===== src/rtl/uart_rx_fifo_periph_if.sv =====
// -----------------------------------------------------------------------------
// uart_rx_fifo_periph_if
// Groups the CPU-side bus and serial line of the UART receive peripheral.
//   uart_in          serial RX line, idle high (master -> slave)
//   read_int         interrupt, high while FIFO not empty (slave -> master)
//   uart_to_cpu_buf  FIFO head entry, 0 when empty (slave -> master)
//   cpu_end_read     one-cycle pop strobe (master -> slave)
//   fifo_count       current FIFO occupancy (slave -> master)
//   overrun          sticky dropped-frame flag (slave -> master)
//   frame_err        sticky bad-stop-bit flag (slave -> master)
//   err_clr          clears both sticky flags (master -> slave)
//   leds_array       LED data from CPU (master -> slave)
//   write_leds       LED write strobe (master -> slave)
//   leds             registered LED outputs (slave -> master)
// -----------------------------------------------------------------------------
interface uart_rx_fifo_periph_if #(
    parameter int unsigned DATA_BITS  = 8,
    parameter int unsigned FIFO_DEPTH = 8,
    parameter int unsigned LED_WIDTH  = 8
);
    localparam int unsigned CNT_W = $clog2(FIFO_DEPTH) + 1;

    logic                  uart_in;
    logic                  read_int;
    logic [DATA_BITS-1:0]  uart_to_cpu_buf;
    logic                  cpu_end_read;
    logic [CNT_W-1:0]      fifo_count;
    logic                  overrun;
    logic                  frame_err;
    logic                  err_clr;
    logic [LED_WIDTH-1:0]  leds_array;
    logic                  write_leds;
    logic [LED_WIDTH-1:0]  leds;

    modport master (
        output uart_in, cpu_end_read, err_clr, leds_array, write_leds,
        input  read_int, uart_to_cpu_buf, fifo_count, overrun, frame_err, leds
    );

    modport slave (
        input  uart_in, cpu_end_read, err_clr, leds_array, write_leds,
        output read_int, uart_to_cpu_buf, fifo_count, overrun, frame_err, leds
    );
endinterface


===== src/rtl/uart_rx_fifo_periph.sv =====
// -----------------------------------------------------------------------------
// uart_rx_fifo_periph
// UART receiver (8N1-style, configurable width) feeding a show-ahead FIFO,
// with a level interrupt, sticky overrun/framing flags and a CPU LED register.
//   clk   system clock
//   rst   synchronous active-high reset
//   bus   uart_rx_fifo_periph_if.slave (serial line + CPU-side signals)
// -----------------------------------------------------------------------------
module uart_rx_fifo_periph #(
    parameter int unsigned CLKS_PER_BIT = 16,
    parameter int unsigned DATA_BITS    = 8,
    parameter int unsigned FIFO_DEPTH   = 8,
    parameter int unsigned LED_WIDTH    = 8
) (
    input  logic                   clk,
    input  logic                   rst,
    uart_rx_fifo_periph_if.slave   bus
);
    localparam int unsigned PTR_W = $clog2(FIFO_DEPTH);
    localparam int unsigned CNT_W = PTR_W + 1;
    localparam int unsigned TMR_W = $clog2(CLKS_PER_BIT);
    localparam int unsigned BIT_W = $clog2(DATA_BITS);

    typedef enum logic [1:0] {S_IDLE, S_START, S_DATA, S_STOP} rx_state_t;

    logic [1:0]           r_sync;
    rx_state_t            r_state;
    logic [TMR_W-1:0]     r_tmr;
    logic [BIT_W-1:0]     r_bit_idx;
    logic [DATA_BITS-1:0] r_shreg;
    logic                 r_stop_wait;

    logic [DATA_BITS-1:0] r_mem [FIFO_DEPTH];
    logic [PTR_W-1:0]     r_wr_ptr;
    logic [PTR_W-1:0]     r_rd_ptr;
    logic [CNT_W-1:0]     r_count;
    logic                 r_read_int;
    logic [DATA_BITS-1:0] r_head;
    logic                 r_overrun;
    logic                 r_frame_err;
    logic [LED_WIDTH-1:0] r_leds;

    logic                 w_line;
    logic                 w_tick;
    logic                 w_stop_smp;
    logic                 w_push;
    logic                 w_ferr_set;
    logic                 w_pop;
    logic                 w_full;
    logic                 w_accept;
    logic                 w_ovr_set;
    logic [PTR_W-1:0]     w_rd_ptr_nxt;
    logic [CNT_W-1:0]     w_count_nxt;
    logic [DATA_BITS-1:0] w_head_nxt;

    assign w_line = r_sync[1];

    // Push/pop arbitration and next-state of the FIFO head view.
    always_comb begin
        w_tick       = (r_tmr == '0);
        w_stop_smp   = (r_state == S_STOP) && !r_stop_wait && w_tick;
        w_push       = w_stop_smp && w_line;
        w_ferr_set   = w_stop_smp && !w_line;
        w_pop        = bus.cpu_end_read && (r_count != '0);
        w_full       = (r_count == CNT_W'(FIFO_DEPTH));
        // A same-edge pop frees a slot, so a full FIFO still accepts the frame.
        w_accept     = w_push && (!w_full || w_pop);
        w_ovr_set    = w_push && w_full && !w_pop;
        w_rd_ptr_nxt = r_rd_ptr + PTR_W'(w_pop);
        w_count_nxt  = r_count + CNT_W'(w_accept) - CNT_W'(w_pop);
        w_head_nxt   = '0;
        if (w_count_nxt != '0) begin
            // Bypass when the entry being written becomes the new head.
            if (w_accept && (r_wr_ptr == w_rd_ptr_nxt)) w_head_nxt = r_shreg;
            else                                        w_head_nxt = r_mem[w_rd_ptr_nxt];
        end
    end

    // Line synchronizer and receive FSM.
    always_ff @(posedge clk) begin
        if (rst) begin
            r_sync      <= 2'b11;
            r_state     <= S_IDLE;
            r_tmr       <= '0;
            r_bit_idx   <= '0;
            r_shreg     <= '0;
            r_stop_wait <= 1'b0;
        end else begin
            r_sync <= {r_sync[0], bus.uart_in};
            case (r_state)
                S_IDLE: begin
                    if (!w_line) begin
                        r_tmr   <= TMR_W'(CLKS_PER_BIT/2 - 1);
                        r_state <= S_START;
                    end
                end
                S_START: begin
                    if (w_tick) begin
                        if (!w_line) begin
                            r_tmr     <= TMR_W'(CLKS_PER_BIT - 1);
                            r_bit_idx <= '0;
                            r_state   <= S_DATA;
                        end else begin
                            r_state <= S_IDLE;
                        end
                    end else begin
                        r_tmr <= r_tmr - 1'b1;
                    end
                end
                S_DATA: begin
                    if (w_tick) begin
                        r_shreg <= {w_line, r_shreg[DATA_BITS-1:1]};
                        r_tmr   <= TMR_W'(CLKS_PER_BIT - 1);
                        if (r_bit_idx == BIT_W'(DATA_BITS - 1)) r_state <= S_STOP;
                        else                                   r_bit_idx <= r_bit_idx + 1'b1;
                    end else begin
                        r_tmr <= r_tmr - 1'b1;
                    end
                end
                S_STOP: begin
                    // After a bad stop bit, wait for an idle line before rearming.
                    if (r_stop_wait) begin
                        if (w_line) begin
                            r_stop_wait <= 1'b0;
                            r_state     <= S_IDLE;
                        end
                    end else if (w_tick) begin
                        if (w_line) r_state     <= S_IDLE;
                        else        r_stop_wait <= 1'b1;
                    end else begin
                        r_tmr <= r_tmr - 1'b1;
                    end
                end
                default: r_state <= S_IDLE;
            endcase
        end
    end

    // FIFO storage; flushing is done through the pointers.
    always_ff @(posedge clk) begin
        if (w_accept) r_mem[r_wr_ptr] <= r_shreg;
    end

    // FIFO pointers, count, interrupt, sticky flags and LED register.
    always_ff @(posedge clk) begin
        if (rst) begin
            r_wr_ptr    <= '0;
            r_rd_ptr    <= '0;
            r_count     <= '0;
            r_read_int  <= 1'b0;
            r_head      <= '0;
            r_overrun   <= 1'b0;
            r_frame_err <= 1'b0;
            r_leds      <= '0;
        end else begin
            if (w_accept) r_wr_ptr <= r_wr_ptr + 1'b1;
            r_rd_ptr   <= w_rd_ptr_nxt;
            r_count    <= w_count_nxt;
            r_read_int <= (w_count_nxt != '0);
            r_head     <= w_head_nxt;
            if (w_ovr_set)        r_overrun <= 1'b1;
            else if (bus.err_clr) r_overrun <= 1'b0;
            if (w_ferr_set)       r_frame_err <= 1'b1;
            else if (bus.err_clr) r_frame_err <= 1'b0;
            if (bus.write_leds)   r_leds <= bus.leds_array;
        end
    end

    assign bus.read_int        = r_read_int;
    assign bus.uart_to_cpu_buf = r_head;
    assign bus.fifo_count      = r_count;
    assign bus.overrun         = r_overrun;
    assign bus.frame_err       = r_frame_err;
    assign bus.leds            = r_leds;
endmodule


===== src/flat_wrapper.sv =====
// flat-port wrapper written by rule: the top's interface ports become plain ports
module uart_rx_fifo_periph_flat 
#(
    parameter int unsigned CLKS_PER_BIT = 16,
    parameter int unsigned DATA_BITS    = 8,
    parameter int unsigned FIFO_DEPTH   = 8,
    parameter int unsigned LED_WIDTH    = 8
)
  (clk, rst, bus_uart_in, bus_cpu_end_read, bus_err_clr, bus_leds_array, bus_write_leds, bus_read_int, bus_uart_to_cpu_buf, bus_fifo_count, bus_overrun, bus_frame_err, bus_leds);
  uart_rx_fifo_periph_if #(.DATA_BITS(DATA_BITS), .FIFO_DEPTH(FIFO_DEPTH), .LED_WIDTH(LED_WIDTH)) bus_i ();
  input  logic clk;
  input  logic rst;
  input wire logic [$bits(bus_i.uart_in)-1:0] bus_uart_in;
  input wire logic [$bits(bus_i.cpu_end_read)-1:0] bus_cpu_end_read;
  input wire logic [$bits(bus_i.err_clr)-1:0] bus_err_clr;
  input wire logic [$bits(bus_i.leds_array)-1:0] bus_leds_array;
  input wire logic [$bits(bus_i.write_leds)-1:0] bus_write_leds;
  output wire logic [$bits(bus_i.read_int)-1:0] bus_read_int;
  output wire logic [$bits(bus_i.uart_to_cpu_buf)-1:0] bus_uart_to_cpu_buf;
  output wire logic [$bits(bus_i.fifo_count)-1:0] bus_fifo_count;
  output wire logic [$bits(bus_i.overrun)-1:0] bus_overrun;
  output wire logic [$bits(bus_i.frame_err)-1:0] bus_frame_err;
  output wire logic [$bits(bus_i.leds)-1:0] bus_leds;
  assign bus_i.uart_in = bus_uart_in;
  assign bus_i.cpu_end_read = bus_cpu_end_read;
  assign bus_i.err_clr = bus_err_clr;
  assign bus_i.leds_array = bus_leds_array;
  assign bus_i.write_leds = bus_write_leds;
  assign bus_read_int = bus_i.read_int;
  assign bus_uart_to_cpu_buf = bus_i.uart_to_cpu_buf;
  assign bus_fifo_count = bus_i.fifo_count;
  assign bus_overrun = bus_i.overrun;
  assign bus_frame_err = bus_i.frame_err;
  assign bus_leds = bus_i.leds;
  uart_rx_fifo_periph #(.CLKS_PER_BIT(CLKS_PER_BIT), .DATA_BITS(DATA_BITS), .FIFO_DEPTH(FIFO_DEPTH), .LED_WIDTH(LED_WIDTH)) u_core (.clk(clk), .rst(rst), .bus(bus_i));
endmodule

===== config.mk =====
export PLATFORM = sky130hd
export DESIGN_NAME = uart_rx_fifo_periph_flat
export DESIGN_NICKNAME = d
export VERILOG_FILES = /design/src/rtl/uart_rx_fifo_periph_if.sv /design/src/rtl/uart_rx_fifo_periph.sv /design/src/flat_wrapper.sv
export SDC_FILE = /design/constraint.sdc
export NUM_CORES = 1
export LEC_CHECK = 0
export ABC_AREA = 1
export ABC_CLOCK_PERIOD_IN_PS = 4400
export CAP_MARGIN = 5
export CORE_AREA = 3 3 103 145
export DETAILED_ROUTE_END_ITERATION = 16
export DIE_AREA = 0 0 106 148
export HOLD_SLACK_MARGIN = 0.1
export PLACE_DENSITY = 0.64
export SETUP_SLACK_MARGIN = 0.02
export SYNTH_ARGS = -nofsm -noshare
export SYNTH_HDL_FRONTEND = slang
export SYNTH_SLANG_ARGS = --single-unit

===== constraint.sdc =====
create_clock -name clk -period 4.4 [get_ports clk]
set_clock_uncertainty 0.15 [all_clocks]
set_input_delay 0.66 -clock clk [delete_from_list [all_inputs] [get_ports clk]]
set_output_delay 0.66 -clock clk [all_outputs]
set_load 0.05 [all_outputs]

Word-level counts from Yosys, hierarchy flattened. Memories as Yosys holds them, arrays and structs flattened. A register that Yosys moved wholly into a read port is not among the register bits. Cells that the tools add are included.

Register bits after elaboration: 41. RAM bits: 64. Input port bits: 14. Output and inout port bits: 23. Memories kept: 1.

$add $sub $neg: 6. Equal/unequal tests: 15. Multiplexer cells: 29. Bitwise operators: 1. Reductions and logical operators: 25.

Memory list: u_core.r_mem (words 8, width 8, rd ports 1, clocked after Yosys merged registers in 1, write ports 1, RTL line uart_rx_fifo_periph.sv:33) `logic [DATA_BITS-1:0] r_mem [FIFO_DEPTH];`.

Operators with widths (count): $mux 4 (6); $mux 2 (8); $pmux 4 s4 (1); $mux 3 (4); $ne 2x2->1 const B (5); $reduce_and 5->1 (2); $logic_and 1x1->1 (8); $mux 1 (8); $pmux 2 s4 (1); $reduce_bool 4->1 (2); $add 3x1->3 const B (2); $ne 2x1->1 const B (3); $pmux 3 s2 (1); $reduce_bool 2->1 (3); $add 4x1->4 (1); $eq 2x2->1 const B (2); $eq 4x4->1 const B (1); $logic_not 1->1 (4); $logic_not 4->1 (1); $reduce_and 4->1 (1); $sub 4x1->4 (1); $sub 4x1->4 const B (1); $add 3x1->3 (1); $eq 3x3->1 const B (1); other kinds (8) (8).

Depth between registers and ports, before layout.
Depth after elaboration: 10. Mapped depth: 18. Mapped depth without buffers: 18.

Worst setup path before layout. OpenSTA, ideal clock, no wires.

Path kind: reg2reg. Start: register u_core.r_count[2], in the netlist u_core.bus.fifo_count[2]. End: register u_core.r_head[0], in the netlist u_core.bus.uart_to_cpu_buf[0], read port of u_core.r_mem. Library setup time: 0.109 ns. Arrival: 2.672 ns. Data required time: 4.141 ns. Slack: 1.469 ns. Stages on the path, launching flop included: 19. Buffers on the path: 0. Clock period less this slack: 2.931 ns. Cell sequence: dfxtp_1 > inv_1 > ha_1 > nand2_2 > nand2_1 > nor2_1 > inv_1 > o21ai_0 > ha_1 > inv_1 > fa_1 > xor2_1 > a31oi_1 > inv_1 > nand2_1 > inv_1 > a21oi_1 > nand2_1 > inv_1.

Longest elaborated chain between the ends: 9. Elaborated cells between the ends (all ways): 12. Classes of those cells: 3 x add/sub; 1 x eq/ne; 1 x bitwise; 7 x reduce/logical.

RTL lines: start, declared (RTL line uart_rx_fifo_periph.sv:36) `logic [CNT_W-1:0] r_count;`; start signal, assigned (RTL line uart_rx_fifo_periph.sv:158) `r_count <= w_count_nxt;`; $eq 4x4->1 or $reduce_bool 4->1 (tied branches) (RTL line uart_rx_fifo_periph.sv:65, uart_rx_fifo_periph.sv:64); $logic_not 1->1 or $logic_and 1x1->1 (tied branches) (RTL line uart_rx_fifo_periph.sv:67, uart_rx_fifo_periph.sv:64); $logic_or 1x1->1 (RTL line uart_rx_fifo_periph.sv:67) `w_accept = w_push && (!w_full || w_pop);`; $logic_and 1x1->1 (RTL line uart_rx_fifo_periph.sv:67); $add 4x1->4 (RTL line uart_rx_fifo_periph.sv:70) `w_count_nxt = r_count + CNT_W'(w_accept) - CNT_W'(w_pop);`; $sub 4x1->4 (RTL line uart_rx_fifo_periph.sv:70); $reduce_bool 4->1 (RTL line uart_rx_fifo_periph.sv:72) `if (w_count_nxt != '0) begin`; $not 1->1 (no line); $reduce_or 2->1 (no line); end, declared (RTL line uart_rx_fifo_periph.sv:38) `logic [DATA_BITS-1:0] r_head;`.

Parallel ways exist; a longest one is shown, timed or not. A chain may end at the register's enable or synchronous reset.

Worst setup path in the final report.
Start: input port bus_cpu_end_read. End: register u_core.r_head[4], in the netlist u_core.bus.uart_to_cpu_buf[4], read port of u_core.r_mem.

Longest elaborated chain between the ends: 8. Elaborated cells between the ends (all ways): 9. Classes of those cells: 3 x add/sub; 1 x bitwise; 5 x reduce/logical.

RTL lines: start, declared (RTL line flat_wrapper.sv:14) `input wire logic [$bits(bus_i.cpu_end_read)-1:0] bus_cpu_end_read;`; $logic_and 1x1->1 * (RTL line uart_rx_fifo_periph.sv:64) `w_pop = bus.cpu_end_read && (r_count != '0);`; $logic_or 1x1->1 (RTL line uart_rx_fifo_periph.sv:67); $logic_and 1x1->1 (RTL line uart_rx_fifo_periph.sv:67); $add 4x1->4 (RTL line uart_rx_fifo_periph.sv:70); $sub 4x1->4 (RTL line uart_rx_fifo_periph.sv:70); $reduce_bool 4->1 (RTL line uart_rx_fifo_periph.sv:72); $not 1->1 (no line); $reduce_or 2->1 (no line).

Every way passes the cells marked *; elsewhere a longest branch is shown, timed or not.

==> impl_metrics.prom <==
# TYPE chip_impl_metric gauge
chip_impl_info{name="outcome",value="finished, final reports clean"} 1
chip_impl_metric{name="hpwl",unit="mm"} 8.11
chip_impl_metric{name="grt_max_degree",unit=""} 35
chip_impl_metric{name="path_max_fanout",unit=""} 8
chip_impl_metric{name="io_pins",unit=""} 37
chip_impl_metric{name="route.detailed.wl_per_inst",unit="um"} 15.5
chip_impl_metric{name="postLayoutSetupSlackWorst",unit="ps"} 1360
chip_impl_metric{name="route.antenna.remaining_nets",unit=""} 0
chip_impl_metric{name="yosys.area_share.xor_xnor",unit="%"} 0.890
chip_impl_metric{name="static-leakage-power",unit="uW"} 0.00250
chip_impl_metric{name="first_iter_violations",unit=""} 251
chip_impl_info{name="category_of_the_critical_setup_timing_path",value="in -> reg"} 1
chip_impl_metric{name="synthesis.instances",unit=""} 494
chip_impl_info{name="critPathLaunch",value="bus_cpu_end_read"} 1
chip_impl_metric{name="flow.area_growth_from_synthesis",unit="%"} 25.2
chip_impl_metric{name="synthesized_area_fraction_occupied_by_adder_cells",unit="%"} 4.47
chip_impl_metric{name="grt_first_pass_wirelength",unit="mm"} 18.9
chip_impl_metric{name="max_cap_violations",unit=""} 0
chip_impl_info{name="final_cell_mix",value="nand3_1 (87), nand2_1 (67), edfxtp_1 (64), inv_1 (52), dfxtp_1 (49)"} 1
chip_impl_metric{name="placed_area",unit="um2"} 5510
chip_impl_metric{name="synth-seq-cells",unit=""} 113
chip_impl_metric{name="rows",unit=""} 51
chip_impl_metric{name="first_global_vias",unit=""} 3817
chip_impl_metric{name="peakVddDrop",unit="uV"} 334
chip_impl_metric{name="period_share",unit="%"} 69.2
chip_impl_metric{name="timing.reg2reg.worst_path_depth",unit=""} 18
chip_impl_metric{name="worst_slew_pin_slew",unit="ps"} 680
chip_impl_metric{name="layout_cell_share_with_drive_strength_beyond_1",unit="%"} 12.2
chip_impl_metric{name="slew_headroom",unit="%"} 54.5
chip_impl_info{name="cts_tree",value="done"} 1
chip_impl_info{name="path_type_of_the_worst_min_delay_path",value="reg -> reg"} 1
chip_impl_metric{name="ys_seq_area_share",unit="%"} 59.0
chip_impl_metric{name="grt.overflow.total",unit=""} 0
chip_impl_metric{name="layout.area.seq",unit="um2"} 2900
chip_impl_info{name="rr_startpoint",value="u_core.bus.fifo_count[2]"} 1
chip_impl_metric{name="die_h",unit="um"} 148
chip_impl_metric{name="yosysUniqueCellTypes",unit=""} 36
chip_impl_metric{name="start_util",unit="%"} 35.7
chip_impl_metric{name="viasPerCell",unit=""} 4.91
chip_impl_metric{name="detail_route.drc_violations",unit=""} 0
chip_impl_metric{name="ctsHtreeMaxLevel",unit=""} 4
chip_impl_info{name="mostFrequentLayoutCell",value="nand3_1"} 1
chip_impl_metric{name="reg2reg_setup_slack",unit="ps"} 1460
chip_impl_metric{name="total_cts_buffers",unit=""} 17
chip_impl_metric{name="hold_buffers",unit=""} 0
chip_impl_metric{name="initial_antenna_violation_count",unit=""} 0
chip_impl_info{name="crit-reg2reg-capture",value="u_core.bus.uart_to_cpu_buf[4]"} 1
chip_impl_metric{name="final_design_area_no_fill",unit="um2"} 6160
chip_impl_metric{name="diode_insertion_count_for_antenna_repair",unit=""} 0
chip_impl_metric{name="finalWeightedCongestion",unit=""} 0.825
chip_impl_metric{name="synth.yosys.warnings",unit=""} 0
chip_impl_metric{name="post_cts_buffers",unit=""} 0
chip_impl_metric{name="setup-tns-final",unit="ps"} 0
chip_impl_metric{name="synth_simple_gate_area_share",unit="%"} 22.2
chip_impl_metric{name="worst_ep_required_time",unit="ps"} 4560
chip_impl_metric{name="synth-compound-area-share",unit="%"} 7.17
chip_impl_metric{name="fin_util",unit="%"} 44.7
chip_impl_metric{name="fp.dieArea",unit="um2"} 15700
chip_impl_metric{name="post_synth_instance_area",unit="um2"} 4920
chip_impl_metric{name="core-area",unit="um2"} 13800
chip_impl_metric{name="clkSlewWorstSetupHoldPaths",unit="ps"} 50
chip_impl_metric{name="cts.sinks",unit=""} 113
chip_impl_metric{name="dp_slack",unit="ps"} 929
chip_impl_metric{name="firstDrtPassIters",unit=""} 4
chip_impl_metric{name="fillers",unit=""} 1314
chip_impl_metric{name="muxShareOfSynthArea",unit="%"} 0
chip_impl_metric{name="hold_violations",unit=""} 0
chip_impl_info{name="rsz0062_at_grt",value="no"} 1
chip_impl_metric{name="number_of_input_and_output_port_buffers_inserted",unit=""} 36
chip_impl_metric{name="grt_util_all_layers",unit="%"} 15.6
chip_impl_metric{name="final.min_clock_period",unit="ps"} 3040
chip_impl_metric{name="multi_input_area",unit="um2"} 1710
chip_impl_metric{name="critPathArrivalTime",unit="ps"} 3200
chip_impl_metric{name="timing_max_transition_violations_final",unit=""} 0
chip_impl_metric{name="finalHoldWorstSlack",unit="ps"} 279
chip_impl_info{name="main_combinational_cell_family_by_area_after_synthesis",value="simple AND/OR/NAND/NOR gates"} 1
chip_impl_metric{name="finalSetupViolCount",unit=""} 0
chip_impl_info{name="cts_root_buffer",value="clkbuf_16"} 1
chip_impl_metric{name="avgSynthCellArea",unit="um2"} 9.96
chip_impl_metric{name="cts_repair_resize_count",unit=""} 0
chip_impl_info{name="critPathLaunchType",value="input pin"} 1
chip_impl_metric{name="die_w",unit="um"} 106
chip_impl_metric{name="timing.fmax",unit="GHz"} 0.329
chip_impl_metric{name="final_nets",unit=""} 574
chip_impl_metric{name="via_count",unit=""} 3640
chip_impl_metric{name="maximum_buffer_depth_of_the_clock_tree",unit=""} 2
chip_impl_info{name="cp-end-kind",value="flop"} 1
chip_impl_metric{name="total_power_per_unit_cell_area",unit="nW/um2"} 675
chip_impl_metric{name="routed_wl",unit="mm"} 11.5
chip_impl_metric{name="clock_latency",unit="ps"} 410
chip_impl_info{name="worst_setup_path_end",value="u_core.bus.uart_to_cpu_buf[4]"} 1
chip_impl_metric{name="synth_nets",unit=""} 525
critical path: stages:
cell,delay (ps)
clkdlybuf4s50_1,550
nand2_1,110
nor2_1,210
inv_1,90
o21ai_0,90
ha_1,210
inv_1,60
fa_1,370
xor2_1,200
a31oi_1,110
inv_1,80
nand2_1,80
inv_1,210
a21oi_1,70
nand2_1,80
inv_1,30
per-layer routing:
| layer | vias up | wire length (um) | part of all wire (%) | GRT usage [%] |
|---|---|---|---|---|
| li1 | 1784 | - | - | - |
| met1 | 1714 | 4360 | 38 | 15.4 |
| met2 | 108 | 6050 | 53 | 28.5 |
| met3 | 34 | 587 | 5.1 | 4.72 |
| met4 | 0 | 484 | 4.2 | 9.40 |
| met5 | - | 0 | 0 | 0 |
registers in the layout, summed over array words and instances (netlist names), named ones only:
name and cells:
u_core.bus.overrun 1, u_core.bus.fifo_count 4, u_core.r_mem 64, u_core.r_stop_wait 1, u_core.bus.read_int 1, u_core.bus.uart_to_cpu_buf 8
u_core.r_sync 2, u_core.r_bit_idx 3, u_core.r_tmr 4, u_core.bus.leds 8, u_core.bus.frame_err 1, u_core.r_wr_ptr 3
u_core.r_state 1, u_core.r_rd_ptr 3, u_core.r_shreg 8
where the power goes:
group | switching (uW) | leakage, uW | internal, uW
clock | 450 | 0.000316 | 1000
sequential | 87.4 | 0.00100 | 1240
combinational | 928 | 0.00119 | 454
total | 1470 | 0.00250 | 2690
kinds of logic (layout without fill, tap and decap cells):
family / Yosys count / in the layout
xor+xnor: 5 / 5
fa+ha+maj: 17 / 17
compound gates: 65 / 65
buf+inv: 74 / 136
flops: 113 / 113
simple gates: 220 / 220
cell type report:
class,count,area share (%)
flip-flops and latches,113,47.1
clock inverters,8,1.97
repair buffers,49,7.43
multi-input cells,307,27.8
clock buffers,24,8.51
well taps,185,3.76
inverters,55,3.43
synth_stat cells:
cell type	instances	area (um2)
a211oi_1	2	15.0
a21o_1	1	7.51
a21oi_1	28	140
a22oi_1	1	7.51
a31oi_1	3	18.8
buf_1	2	7.51
buf_2	7	35.0
buf_4	4	30.0
clkbuf_1	5	18.8
clkbuf_2	1	5.00
clkinv_1	2	7.51
dfxtp_1	49	981
edfxtp_1	64	1920
fa_1	1	20.0
ha_1	16	200
inv_1	52	195
inv_6	1	8.76
nand2_1	67	251
nand2_2	4	25.0
nand2_4	2	22.5
nand3_1	87	435
nand3_2	9	90.1
nand3_4	1	17.5
nand4_1	1	6.26
nor2_1	33	124
nor2_2	2	12.5
nor2_4	1	11.3
nor2_8	2	40.0
nor3_1	9	45.0
o211a_1	1	10.0
o211ai_1	1	7.51
o21ai_0	27	135
o221a_2	1	11.3
or2_2	2	12.5
xnor2_1	3	26.3
xor2_1	2	17.5
metrics by stage:
step	cells	total power [uW]
final	741	4160
after global routing	741	4410
after CTS	741	4190
after detailed placement	709	2720
after global placement	709	2670
after floorplan	494	2360
how the worst min path moves through the flow:
stage                                start          endpoint  slack [ps]  cells after the start
after floorplan           u_core.r_sync[0]  u_core.r_sync[1]         240                      1
after global placement    u_core.r_sync[0]  u_core.r_sync[1]         240                      1
after detailed placement  u_core.r_sync[0]  u_core.r_sync[1]         270                      1
after CTS                 u_core.r_sync[0]  u_core.r_sync[1]         290                      1
after global routing      u_core.r_sync[0]  u_core.r_sync[1]         290                      1
final                     u_core.r_sync[0]  u_core.r_sync[1]         280                      1
Note: power is estimated with default switching activity, not from simulation.
